[src/rtl/rv32i_arb_pkg.sv]
// Shared encodings and defaults for the rv32i fetch/data memory arbiter.
package rv32i_arb_pkg;

  localparam int unsigned DEF_MAX_DATA_STREAK = 4;

  typedef enum logic [1:0] {
    IDLE  = 2'd0,
    ISSUE = 2'd1,
    WAIT  = 2'd2
  } arb_state_e;

  typedef enum logic [1:0] {
    NONE  = 2'd0,
    FETCH = 2'd1,
    DATA  = 2'd2
  } arb_owner_e;

endpackage

[src/rtl/rv32i_arb_prio.sv]
// Winner select (data-over-fetch) with a saturating data-streak counter
// that hands the next contested grant to fetch once the streak limit is hit.
module rv32i_arb_prio
  import rv32i_arb_pkg::*;
#(
  parameter int unsigned MAX_DATA_STREAK = DEF_MAX_DATA_STREAK
) (
  input  logic clk,
  input  logic rst,
  input  logic if_pend_i,
  input  logic d_pend_i,
  input  logic take_i,
  output logic pick_fetch_o
);

  localparam int unsigned SW = $clog2(MAX_DATA_STREAK + 1);
  localparam logic [SW-1:0] STREAK_MAX = SW'(MAX_DATA_STREAK);

  logic [SW-1:0] streak_q, streak_d;

  always_comb begin
    pick_fetch_o = if_pend_i & (~d_pend_i | (streak_q == STREAK_MAX));
  end

  always_comb begin
    streak_d = streak_q;
    if (take_i) begin
      if (pick_fetch_o || !if_pend_i) begin
        streak_d = '0;
      end else if (streak_q != STREAK_MAX) begin
        streak_d = streak_q + 1'b1;
      end
    end
  end

  always_ff @(posedge clk) begin
    if (rst) begin
      streak_q <= '0;
    end else begin
      streak_q <= streak_d;
    end
  end

endmodule

[src/rtl/rv32i_mem_arbiter.sv]
// Single-outstanding arbiter sharing one memory port between fetch and load/store.
// Optional perf counters are enabled with `define RV32I_ARB_PERF_EN.
module rv32i_mem_arbiter
  import rv32i_arb_pkg::*;
#(
  parameter int unsigned MAX_DATA_STREAK = DEF_MAX_DATA_STREAK,
  parameter int unsigned ADDR_W          = 32
) (
  input  logic              clk,
  input  logic              rst,
  input  logic              fetch_en,
  input  logic              if_req,
  input  logic [ADDR_W-1:0] if_addr,
  output logic              if_gnt,
  output logic              if_rvalid,
  output logic [31:0]       if_rdata,
  input  logic              d_req,
  input  logic              d_we,
  input  logic [3:0]        d_be,
  input  logic [ADDR_W-1:0] d_addr,
  input  logic [31:0]       d_wdata,
  output logic              d_gnt,
  output logic              d_rvalid,
  output logic [31:0]       d_rdata,
  output logic              mem_req,
  output logic              mem_we,
  output logic [3:0]        mem_be,
  output logic [ADDR_W-1:0] mem_addr,
  output logic [31:0]       mem_wdata,
  input  logic              mem_rvalid,
  input  logic [31:0]       mem_rdata,
`ifdef RV32I_ARB_PERF_EN
  output logic [31:0]       perf_if_grants,
  output logic [31:0]       perf_d_grants,
  output logic [31:0]       perf_stall_cycles,
`endif
  output logic              err
);

  arb_state_e        state_q, state_d;
  arb_owner_e        owner_q, owner_d;
  logic [ADDR_W-1:0] addr_q, addr_d;
  logic [31:0]       wdata_q, wdata_d;
  logic [3:0]        be_q, be_d;
  logic              we_q, we_d;
  logic              err_q, err_d;

  logic if_pend, take, pick_fetch, rsp;

  assign if_pend = if_req & fetch_en;
  // Arbitration happens in IDLE and in the WAIT cycle that completes the transaction.
  assign take = (if_pend | d_req) &
                ((state_q == IDLE) | ((state_q == WAIT) & mem_rvalid));
  assign rsp  = (state_q == WAIT) & mem_rvalid;

  rv32i_arb_prio #(
    .MAX_DATA_STREAK(MAX_DATA_STREAK)
  ) u_prio (
    .clk         (clk),
    .rst         (rst),
    .if_pend_i   (if_pend),
    .d_pend_i    (d_req),
    .take_i      (take),
    .pick_fetch_o(pick_fetch)
  );

  always_ff @(posedge clk) begin
    if (rst) begin
      state_q <= IDLE;
      owner_q <= NONE;
      addr_q  <= '0;
      wdata_q <= '0;
      be_q    <= '0;
      we_q    <= 1'b0;
      err_q   <= 1'b0;
    end else begin
      state_q <= state_d;
      owner_q <= owner_d;
      addr_q  <= addr_d;
      wdata_q <= wdata_d;
      be_q    <= be_d;
      we_q    <= we_d;
      err_q   <= err_d;
    end
  end

  always_comb begin
    state_d = state_q;
    owner_d = owner_q;
    addr_d  = addr_q;
    wdata_d = wdata_q;
    be_d    = be_q;
    we_d    = we_q;
    err_d   = err_q | (mem_rvalid & (state_q != WAIT));
    case (state_q)
      IDLE:    if (take) state_d = ISSUE;
      ISSUE:   state_d = WAIT;
      WAIT: begin
        if (mem_rvalid) begin
          state_d = take ? ISSUE : IDLE;
          owner_d = NONE;
        end
      end
      default: state_d = IDLE;
    endcase
    if (take) begin
      owner_d = pick_fetch ? FETCH : DATA;
      addr_d  = pick_fetch ? if_addr : d_addr;
      wdata_d = pick_fetch ? '0 : d_wdata;
      be_d    = pick_fetch ? 4'hF : d_be;
      we_d    = pick_fetch ? 1'b0 : d_we;
    end
  end

  always_comb begin
    mem_req   = (state_q == ISSUE);
    mem_we    = mem_req ? we_q : 1'b0;
    mem_be    = mem_req ? be_q : '0;
    mem_addr  = mem_req ? addr_q : '0;
    mem_wdata = mem_req ? wdata_q : '0;
    if_gnt    = mem_req & (owner_q == FETCH);
    d_gnt     = mem_req & (owner_q == DATA);
    if_rvalid = rsp & (owner_q == FETCH);
    d_rvalid  = rsp & (owner_q == DATA);
    if_rdata  = if_rvalid ? mem_rdata : '0;
    d_rdata   = d_rvalid ? mem_rdata : '0;
    err       = err_q;
  end

`ifdef RV32I_ARB_PERF_EN
  logic [31:0] pif_q, pd_q, pst_q;
  logic        stall;

  assign stall = (if_pend & ~if_gnt) | (d_req & ~d_gnt);

  always_ff @(posedge clk) begin
    if (rst) begin
      pif_q <= '0;
      pd_q  <= '0;
      pst_q <= '0;
    end else begin
      pif_q <= pif_q + {31'd0, if_gnt};
      pd_q  <= pd_q + {31'd0, d_gnt};
      pst_q <= pst_q + {31'd0, stall};
    end
  end

  assign perf_if_grants    = pif_q;
  assign perf_d_grants     = pd_q;
  assign perf_stall_cycles = pst_q;
`endif

endmodule

[config.mk]
export PLATFORM = sky130hd
export DESIGN_NAME = rv32i_mem_arbiter
export DESIGN_NICKNAME = d
export VERILOG_FILES = /design/src/rtl/rv32i_arb_pkg.sv /design/src/rtl/rv32i_arb_prio.sv /design/src/rtl/rv32i_mem_arbiter.sv
export SDC_FILE = /design/constraint.sdc
export NUM_CORES = 1
export LEC_CHECK = 0
export BUFFER_PORTS_ARGS = -buffer_cell sky130_fd_sc_hd__buf_2
export CORE_AREA = 2 2 133 109
export CTS_CLUSTER_DIAMETER = 100
export DETAILED_ROUTE_END_ITERATION = 12
export DIE_AREA = 0 0 135 111
export HOLD_SLACK_MARGIN = 0.02
export PLACE_DENSITY = 0.68
export SYNTH_ARGS = -nofsm -noshare
export SYNTH_HDL_FRONTEND = slang
export SYNTH_SLANG_ARGS = --single-unit
[constraint.sdc]
create_clock -name clk -period 1.4 [get_ports clk]
set_input_delay 0.21 -clock clk [delete_from_list [all_inputs] [get_ports clk]]
set_output_delay 0.21 -clock clk [all_outputs]
set_load 0.01 [all_outputs]
==> flow_results.org, run 1 <==
** Logic synthesis
- The netlist uses 26 different library cells.
- Area of the mapped netlist :: 4050 µm²
- Share of the yosys chip area belonging to registers :: 38.0%
- Number of flip-flops and latches in the synthesized netlist :: 77
- In the post-synthesis netlist, the biggest area contributors are dfxtp_1 (38%), and2_1 (21%), a311oi_1 (6.9%).
- Portion of synthesized cell area occupied by the leading cell type :: a little under two fifths
- Top FF cell, synth :: dfxtp_1
- Ys async rst share :: 0%
- The average instance in the mapped netlist occupies 7.45 µm².
- Counting every instance in the synthesized netlist gives ~540.
- After synthesis, the most frequently instantiated cells are and2_1 (133), dfxtp_1 (77), nand2_1 (69), nor2_1 (44), a21oi_1 (39).
- Area leader, netlist :: dfxtp_1
- The number of nets handed over by synthesis was approximately 690.
- The Yosys step of the flow raised 0 warnings.
- By instance count, the leading cell after synthesis is and2_1.
- Number of synthesized flops with an enable pin :: 0

** Clock tree
- TritonCTS built the clock tree.
- Maximum buffer depth of the clock tree :: 2
- In this run, CTS created clock tree buffers numbering 9.
- Clock Sink Count :: just under 80
- Number of H-tree levels :: 3
- Hold repair after CTS inserted 0 buffers.
- Clock-pin slew was measured on the worst setup and hold paths at roughly 0.070 ns.
- The clock reaches the later pin of the worst-skew pair after 0.34 ns.
- In this run the clock root is driven by a clkbuf_16.

** Worst setup path
- The largest individual stage delay along the critical path comes from the cell dfxtp_2.
- Type of the worst setup path :: register to primary output
- Largest driver fanout on the critical path :: 33
- The critical path starts at state_q[0].
- Signal arrival time at the worst endpoint :: about 1.6 ns
- Largest stage delay on the critical path :: roughly 0.34 ns
- RR Startpoint :: u_prio.streak_q[0]
- The worst setup path is captured at a primary output.
- Cell Chain, Critical Path :: nand3b_1 > nor2_2 > buf_12 > and2_1 > buf_2
- Worst setup SP type :: register
- Data required time at the worst endpoint :: 1.19 ns

** STA
- Setup-violating endpoint count in the final report :: between 150 and 200
- Counting I/O delays and the setup requirement, the final critical path takes around 1.8 ns.
- Number of hold-slack violations in the final timing report :: 0
- Max Freq :: 0.564 GHz
- In the finished design, the share of the clock period the worst path needs comes to 127%.
- Setup ws final :: -0.372 ns
- RSZ-0062 raised after global routing :: yes
- The max-slew violation count is 0.
- Measured against its own limit, the worst slew margin works out to between 70% and 80%.
- Between clock sinks in the finished design, the worst skew comes to ~0.0078 ns.
- Slew at the pin with the worst max-slew slack :: between 0.3 and 0.4 ns

** Routing
- Dividing the detail-routed via count by the number of cells gives 4.67.
- Count of nets left with antenna violations after detail routing :: 0
- Starting DRT DRC Count :: ~210
- Routed Wire Length :: about 14000 µm
- Mean routed wirelength per cell :: 13.9 µm
- Vias after detailed routing :: 4700
- The pre-antenna-repair detailed-routing pass consisted of 4 iterations.
- Drt drc :: 0

** Floorplanning
- Effective utilization at floorplan :: 29.3%
- Overall die height :: between 100 and 150 µm
- Top-Level Pins :: approximately 280
- Core Box Area :: around 14000 µm²
- The die is around 140 µm wide.
- The floorplan step defined a die boundary enclosing ~15000 µm².
- Row cnt :: 39

** Global route
- First-pass GRT wire length :: 21500 µm
- Initial antenna violation count :: 0
- The via count of the first global-routing pass was 4301.
- Entering global routing, the biggest net connects just under 80 pins.
- Summed over all layers, the global routing overflow is 0.
- For this run, the total global-route usage over all layers was measured as 17.8%.

** Hold path
- Startpoint of the most critical hold path :: d_wdata[22]
- Worst min path class :: primary input to register

** Placed design
- Input and output buffers added on the ports amount to 277.
- Final RePlAce weighted congestion :: 0.770
- The HPWL after detailed placement is 10000 µm.

** Power and ir drop
- Cell area power density :: approximately 940 nW/µm²
- Post-layout power :: roughly 6 mW
- P_leak :: about 3.1 nW
- IR Drop Worst-Case VDD :: around 650 µV

** Layout
- The area growth from synthesis to layout is 54.0%.
- Fill cells in the final layout number around 1400.
- The repair_antennas step left the layout with diodes totalling 0.
- Cells with a size suffix above 1 make up between 40% and 50% of the layout.
- Register area :: about 1500 µm²
- In the final design database the tool counted roughly 960 nets.
- Summing all multi-input logic gate instances after layout gives 2320 µm².
- Post-Route Utilization :: 45.0%

** Outcome
- Violated checks :: negative setup slack
- The run finished, with violations left.

** Run
- Across the run, the number of max-cap violations was 0.
## per-stage QoR
step | hold WS [ns] | cells | area, µm² | TNS [ns] | setup WS, ns
after global routing | 0.104 | 1006 | 6240 | -61.03 | -0.478
final | 0.114 | 1006 | 6240 | -42.66 | -0.372
after detailed placement | 0.439 | 985 | 5850 | -2.89 | -0.0902
after global placement | 0.434 | 985 | 5850 | -1.80 | -0.0318
after CTS | 0.0972 | 1003 | 6160 | -43.39 | -0.361
after floorplan | 0.351 | 544 | 4110 | 0 | 0.00811
## path summary, 6_finish.rpt
kind	to	slack, ns	cells after the start
setup reg to reg	addr_q[23]	-0.10	6
setup / recovery	if_rdata[16]	-0.37	5
hold / removal	wdata_q[22]	0.11	3
hold reg to reg	wdata_q[3]	0.45	2
## layout by cell type (no fill, tap or decap), types with 3 or more instances in the layout
| cell | netlist | layout |
|---|---|---|
| a21oi_1 | 39 | 38 |
| nor2_2 | 0 | 3 |
| buf_6 | 2 | 6 |
| nand2_1 | 69 | 69 |
| and2_4 | 0 | 4 |
| nand3_1 | 37 | 36 |
| nand2b_1 | 4 | 4 |
| buf_4 | 2 | 21 |
| nor2_1 | 44 | 41 |
| inv_6 | 0 | 4 |
| and2_1 | 133 | 129 |
| clkbuf_16 | 0 | 10 |
| buf_12 | 0 | 12 |
| dfxtp_1 | 77 | 75 |
| o21ai_1 | 0 | 3 |
| a311oi_1 | 32 | 32 |
| buf_2 | 15 | 272 |
| nor3_1 | 9 | 9 |
| o21ai_0 | 34 | 31 |
## worst max-delay path: cells and delay by family, from the launching register on
family | cells | cell delay, ns
AND/OR/NAND/NOR | 3 | 0.58
buffers and inverters | 2 | 0.30
flip-flops | 1 | 0.34
## metal layers
metal	GRT usage (%)	vias to the layer above	part of all wire, %
li1	-	2368	-
met1	22.1	2106	43
met2	29.3	205	47
met3	5.72	21	8.7
met4	5.21	0	1.7
met5	0	-	0
## cells by family (layout without fill, tap and decap cells)
kind of cell               count (synthesis)  after routing  share of synthesized area, %
buffers and inverters                     53            331                          5.93
and+or+nand+nor                          304            304                          38.8
AOI/OAI and AO/OA                        108            108                          16.6
adders and majority gates                  2              2                         0.617
DFF                                       77             77                          38.0
## area by class of cell
cell class	count	area share, %
sequential	77	24.7
inverter	3	0.220
timing repair buffer	312	29.7
multi-input combinational	414	37.2
clock buffer	9	3.61
tap	184	3.69
clock inverter	7	0.882
## state kept, by name, indices dropped and copies added, names as in the netlist
register         flops
u_prio.streak_q      3
wdata_q             32
we_q                 1
be_q                 4
state_q              2
err                  1
addr_q              32
owner_q              2
## where the power goes
part / switching (mW) / internal (mW) / leakage (nW)
clock network: 0.977 / 1.22 / 0.133
logic: 0.622 / 0.548 / 2.34
registers: 0.0844 / 2.39 / 0.637
total: 1.68 / 4.15 / 3.11
## timing repair
action                     in CTS  in global routing
resized for setup              12                 11
pin swaps                      28                  5
setup buffers                   1                  2
setup endpoints to repair     180                212
hold endpoints to repair        0                  0
cloned                          1                  1
No activity file was read; power rests on OpenSTA's default activity.
==> inputs of run 2 (changes only) <==
--- a/config.mk
+++ b/config.mk
@@ -5,7 +5,7 @@
 export SDC_FILE = /design/constraint.sdc
 export NUM_CORES = 1
 export LEC_CHECK = 0
-export BUFFER_PORTS_ARGS = -buffer_cell sky130_fd_sc_hd__buf_2
+export BUFFER_PORTS_ARGS = -buffer_cell sky130_fd_sc_hd__buf_4
 export CORE_AREA = 2 2 133 109
 export CTS_CLUSTER_DIAMETER = 100
 export DETAILED_ROUTE_END_ITERATION = 12
==> run 2 against run 1 <==
The flow still finishes with violations (negative setup slack). Final area grew 13%. First-iteration DRC count grew 1.4%. Clock skew is essentially flat. Sequential power is essentially flat. Flip-flop and latch count is the same. Register-to-register slack gained 0.03 ns. Wire length grew 5.5%. Maximum frequency grew 2.5%. Die area is the same. Count of clock-buffer cells in the layout grew 3. Core utilization grew 5.9 points. Worst setup slack gained 0.044 ns. Largest power group unchanged.
==> flow_results.org, run 2 (synthesis gave the netlist of run 1 again) <==
** Routing
- Starting DRT DRC Count :: 211 (+1.4%)
- Number of search-and-repair iterations in the first detailed-routing pass :: 4 (unchanged)
- The total via count after detailed routing came to 4777 (+1.6%).
- The remaining number of nets flagged by the antenna check after routing was 0 (unchanged).
- Drt drc :: 0 (unchanged)
- Mean routed wirelength per cell :: 14.6 µm (+4.7%)
- Routed vias/inst :: 4.71 (+0.84%)
- Routed Wire Length :: 14800 µm (+5.5%)

** Floorplanning
- The core box area was 13900 µm² (unchanged).
- The chip width was 135 µm (unchanged).
- Effective utilization at floorplan :: 29.3% (unchanged)
- Overall die area :: 15000 µm² (unchanged)
- Top-Level Pins :: 278 (unchanged)
- Overall die height :: 111 µm (unchanged)
- Row cnt :: 39 (unchanged)

** Global route
- The initial antenna violation count is 0 (unchanged).
- GR met1 Demand/Resource :: 23.1% (+0.99 points)
- The global-route track usage on met2 came to 32.3% (+3.0 points).
- First-pass GRT wire length :: 23000 µm (+7.4%)
- Congestion Overflow GR :: 0 (unchanged)
- Maximum number of pins on one net before global-route repair :: 34 (-56%)
- The aggregate global-route resource usage was 19.2% (+1.5 points).
- Met3 capacity usage during global routing :: 7.32% (+1.6 points)
- The via count of the first global-routing pass is 4527 (+5.3%).
- Grt peak-use layer :: met2

** Worst setup path
- STA classifies the critical path endpoint as a primary output.
- RR Startpoint :: u_prio.streak_q[0]
- Signal arrival time at the worst endpoint :: 1.52 ns (-0.04 ns)
- Worst setup SP type :: register
- The worst setup path is of the register to primary output kind.
- Data required time at the worst endpoint :: 1.19 ns (about the same)
- Largest driver fanout on the critical path :: 33 (unchanged)
- Beginning of the critical path :: state_q[0]

** Power and ir drop
- The clock share of power came to 36.5% (-1.1 points).
- The sequential share of power came to 40.3% (-2.0 points).
- The total power divided by cell area was 868 nW/µm² (-7.2%).
- The total leakage power came to 3.28 nW (+5.6%).
- Switching portion of total power :: 27.1% (-1.7 points)
- The internal power summed over all cells is 4.46 mW (+7.4%).
- Net Sw Power :: 1.66 mW (-1.4%)
- The total power was 6.12 mW (+4.9%).
- The highest ir drop seen on vdd came to 593 µV (-8.6%).
- The portion of total power attributed to combinational logic is 23.2% (+3.2 points).

** Clock tree
- Inserted Clock Buffers :: 9 (unchanged)
- The number of sinks on the clock net came to 77 (unchanged).
- The worst-skew pair later-pin latency was 0.34 ns (about the same).
- Root buffer cell :: clkbuf_16
- TritonCTS built the clock tree.
- The maximum clock path buffer count came to 2 (unchanged).
- Buffer count from post-CTS setup fixing :: 0 (-1)
- Post-CTS clock slew at the launch and capture registers of the worst setup and hold paths :: 0.06 ns (about the same)
- Number of H-tree levels :: 3 (unchanged)

** STA
- The measured slew at the worst slew-check pin was 0.291 ns (-0.0708 ns).
- The count of final setup violators came to 180 (+3.4%).
- The worst-case headroom to the max-slew limit was 80.4% (+4.5 points).
- Setup repair after global routing could not meet its margin everywhere.
- The worst setup skew after layout was 0.00751 ns (-0.000243 ns).
- Max Freq :: 0.579 GHz (+2.5%)
- The hold violation count in the final report is 0 (unchanged).
- Worst hold slack :: 0.130 ns (+0.0157 ns)
- Max Slew Vio Count :: 0 (unchanged)
- The final critical-path share of the clock period is 123% (-3.1 points).
- The minimum setup slack in the final design was -0.328 ns (+0.0437 ns).
- The time the worst path needs with I/O delays and setup came to 1.73 ns (-0.0437 ns).

** Placed design
- Number of buffers inserted by port buffering :: 277 (unchanged)
- The post-detailed-placement half-perimeter wirelength was 11000 µm (+9.8%).
- Area after detailed placement :: 6700 µm² (+15%)
- The weighted congestion at the end of routability-driven global placement was 0.772 (+0.27%).

** Layout
- Area occupied by multi-input gates :: 2320 µm² (-0.27%)
- Post-route design area :: 7050 µm² (+13%)
- Antenna diode instance count :: 0 (unchanged)
- Post-Route Utilization :: 50.9% (+5.9 points)
- The count of nets after finishing is 966 (+0.84%).
- The library cell used most frequently in the layout, excluding fill and tap cells, is buf_4.
- Share of cells above drive strength 1 :: 41.9% (-0.043 points)
- The sequential cell area in the final layout was 1540 µm² (about the same).
- The fill cell total of the finished layout was 1394 (-1.3%).
- Relative to the synthesized area, the layout overhead comes to 74.0%.
- Largest registers :: addr_q (32), wdata_q (32), be_q (4)
- Commonest cells after routing, fill and taps aside :: buf_4 (298), and2_1 (131), dfxtp_1 (76), nand2_1 (69), nor2_1 (42)

** Outcome
- The checks that failed: negative setup slack.
- The run finished, with violations left.

** Run
- # Max-Cap Violations :: 0 (unchanged)

** Hold path
- Startpoint of the most critical hold path :: d_wdata[18]
- The path class of the tightest hold or removal check is primary input to register.
-- run 2: changes by cell type in the layout (fill, tap and decap cells not counted), sizes merged --
cell    change
inv         -4
buf         +9
clkinv      +1
clkbuf      +2
-- run 2: layout make-up --
cell class / instances / area share [%]
sequential: 77 / 21.9
clock buffer: 12 / 3.64
timing repair buffer: 320 / 37.7
tap: 184 / 3.26
multi-input combinational: 414 / 32.8
clock inverter: 4 / 0.461
inverter: 3 / 0.195
-- run 2: what timing repair did --
action                     in CTS  in global routing
hold buffers                    0                  0
setup endpoints to repair     196                212
gates cloned                    1                  0
pin swaps                       3                  0
resized for setup              11                  3
-- run 2: power groups by stage --
| stage | logic (mW) | registers (mW) | clock network (mW) |
|---|---|---|---|
| 2_1_floorplan | 0.639 | 2.49 | 0 |
| 3_3_place_gp | 1.39 | 2.51 | 0 |
| 3_5_place_dp | 1.40 | 2.51 | 0 |
| 4_1_cts | 1.43 | 2.47 | 2.30 |
| 5_1_grt | 1.56 | 2.49 | 2.39 |
| 6_report | 1.42 | 2.47 | 2.24 |
-- run 2: critical path: stages (launching register included) --
cell,delay [ns]
dfxtp_2,0.33
nand3b_1,0.22
nor2_2,0.17
buf_12,0.18
and2_4,0.15
buf_4,0.11
-- run 2: metal layers --
| metal | part of all wire (%) | routed length, µm |
|---|---|---|
| met3 | 9.1 | 1350 |
| met4 | 1.4 | 202 |
| met1 | 41 | 6140 |
| met2 | 48 | 7100 |
| met5 | 0 | 0 |
-- run 2: worst paths after layout --
path | cells past startpoint | slack [ns] | to
worst min register to register | 2 | 0.45 | wdata_q[21]
worst max register to register | 6 | -0.07 | addr_q[7]
worst max-delay path | 5 | -0.33 | d_rdata[14]
worst min-delay path | 3 | 0.13 | wdata_q[18]
-- run 2: through the flow --
step / std cells / setup WS, ns / setup TNS (ns)
floorplan: 544 / 0.00811 / 0
global placement: 997 / -0.0543 / -1.11
detailed placement: 997 / -0.105 / -2.41
CTS: 1014 / -0.347 / -46.05
global route: 1014 / -0.447 / -65.23
finish: 1014 / -0.328 / -40.82
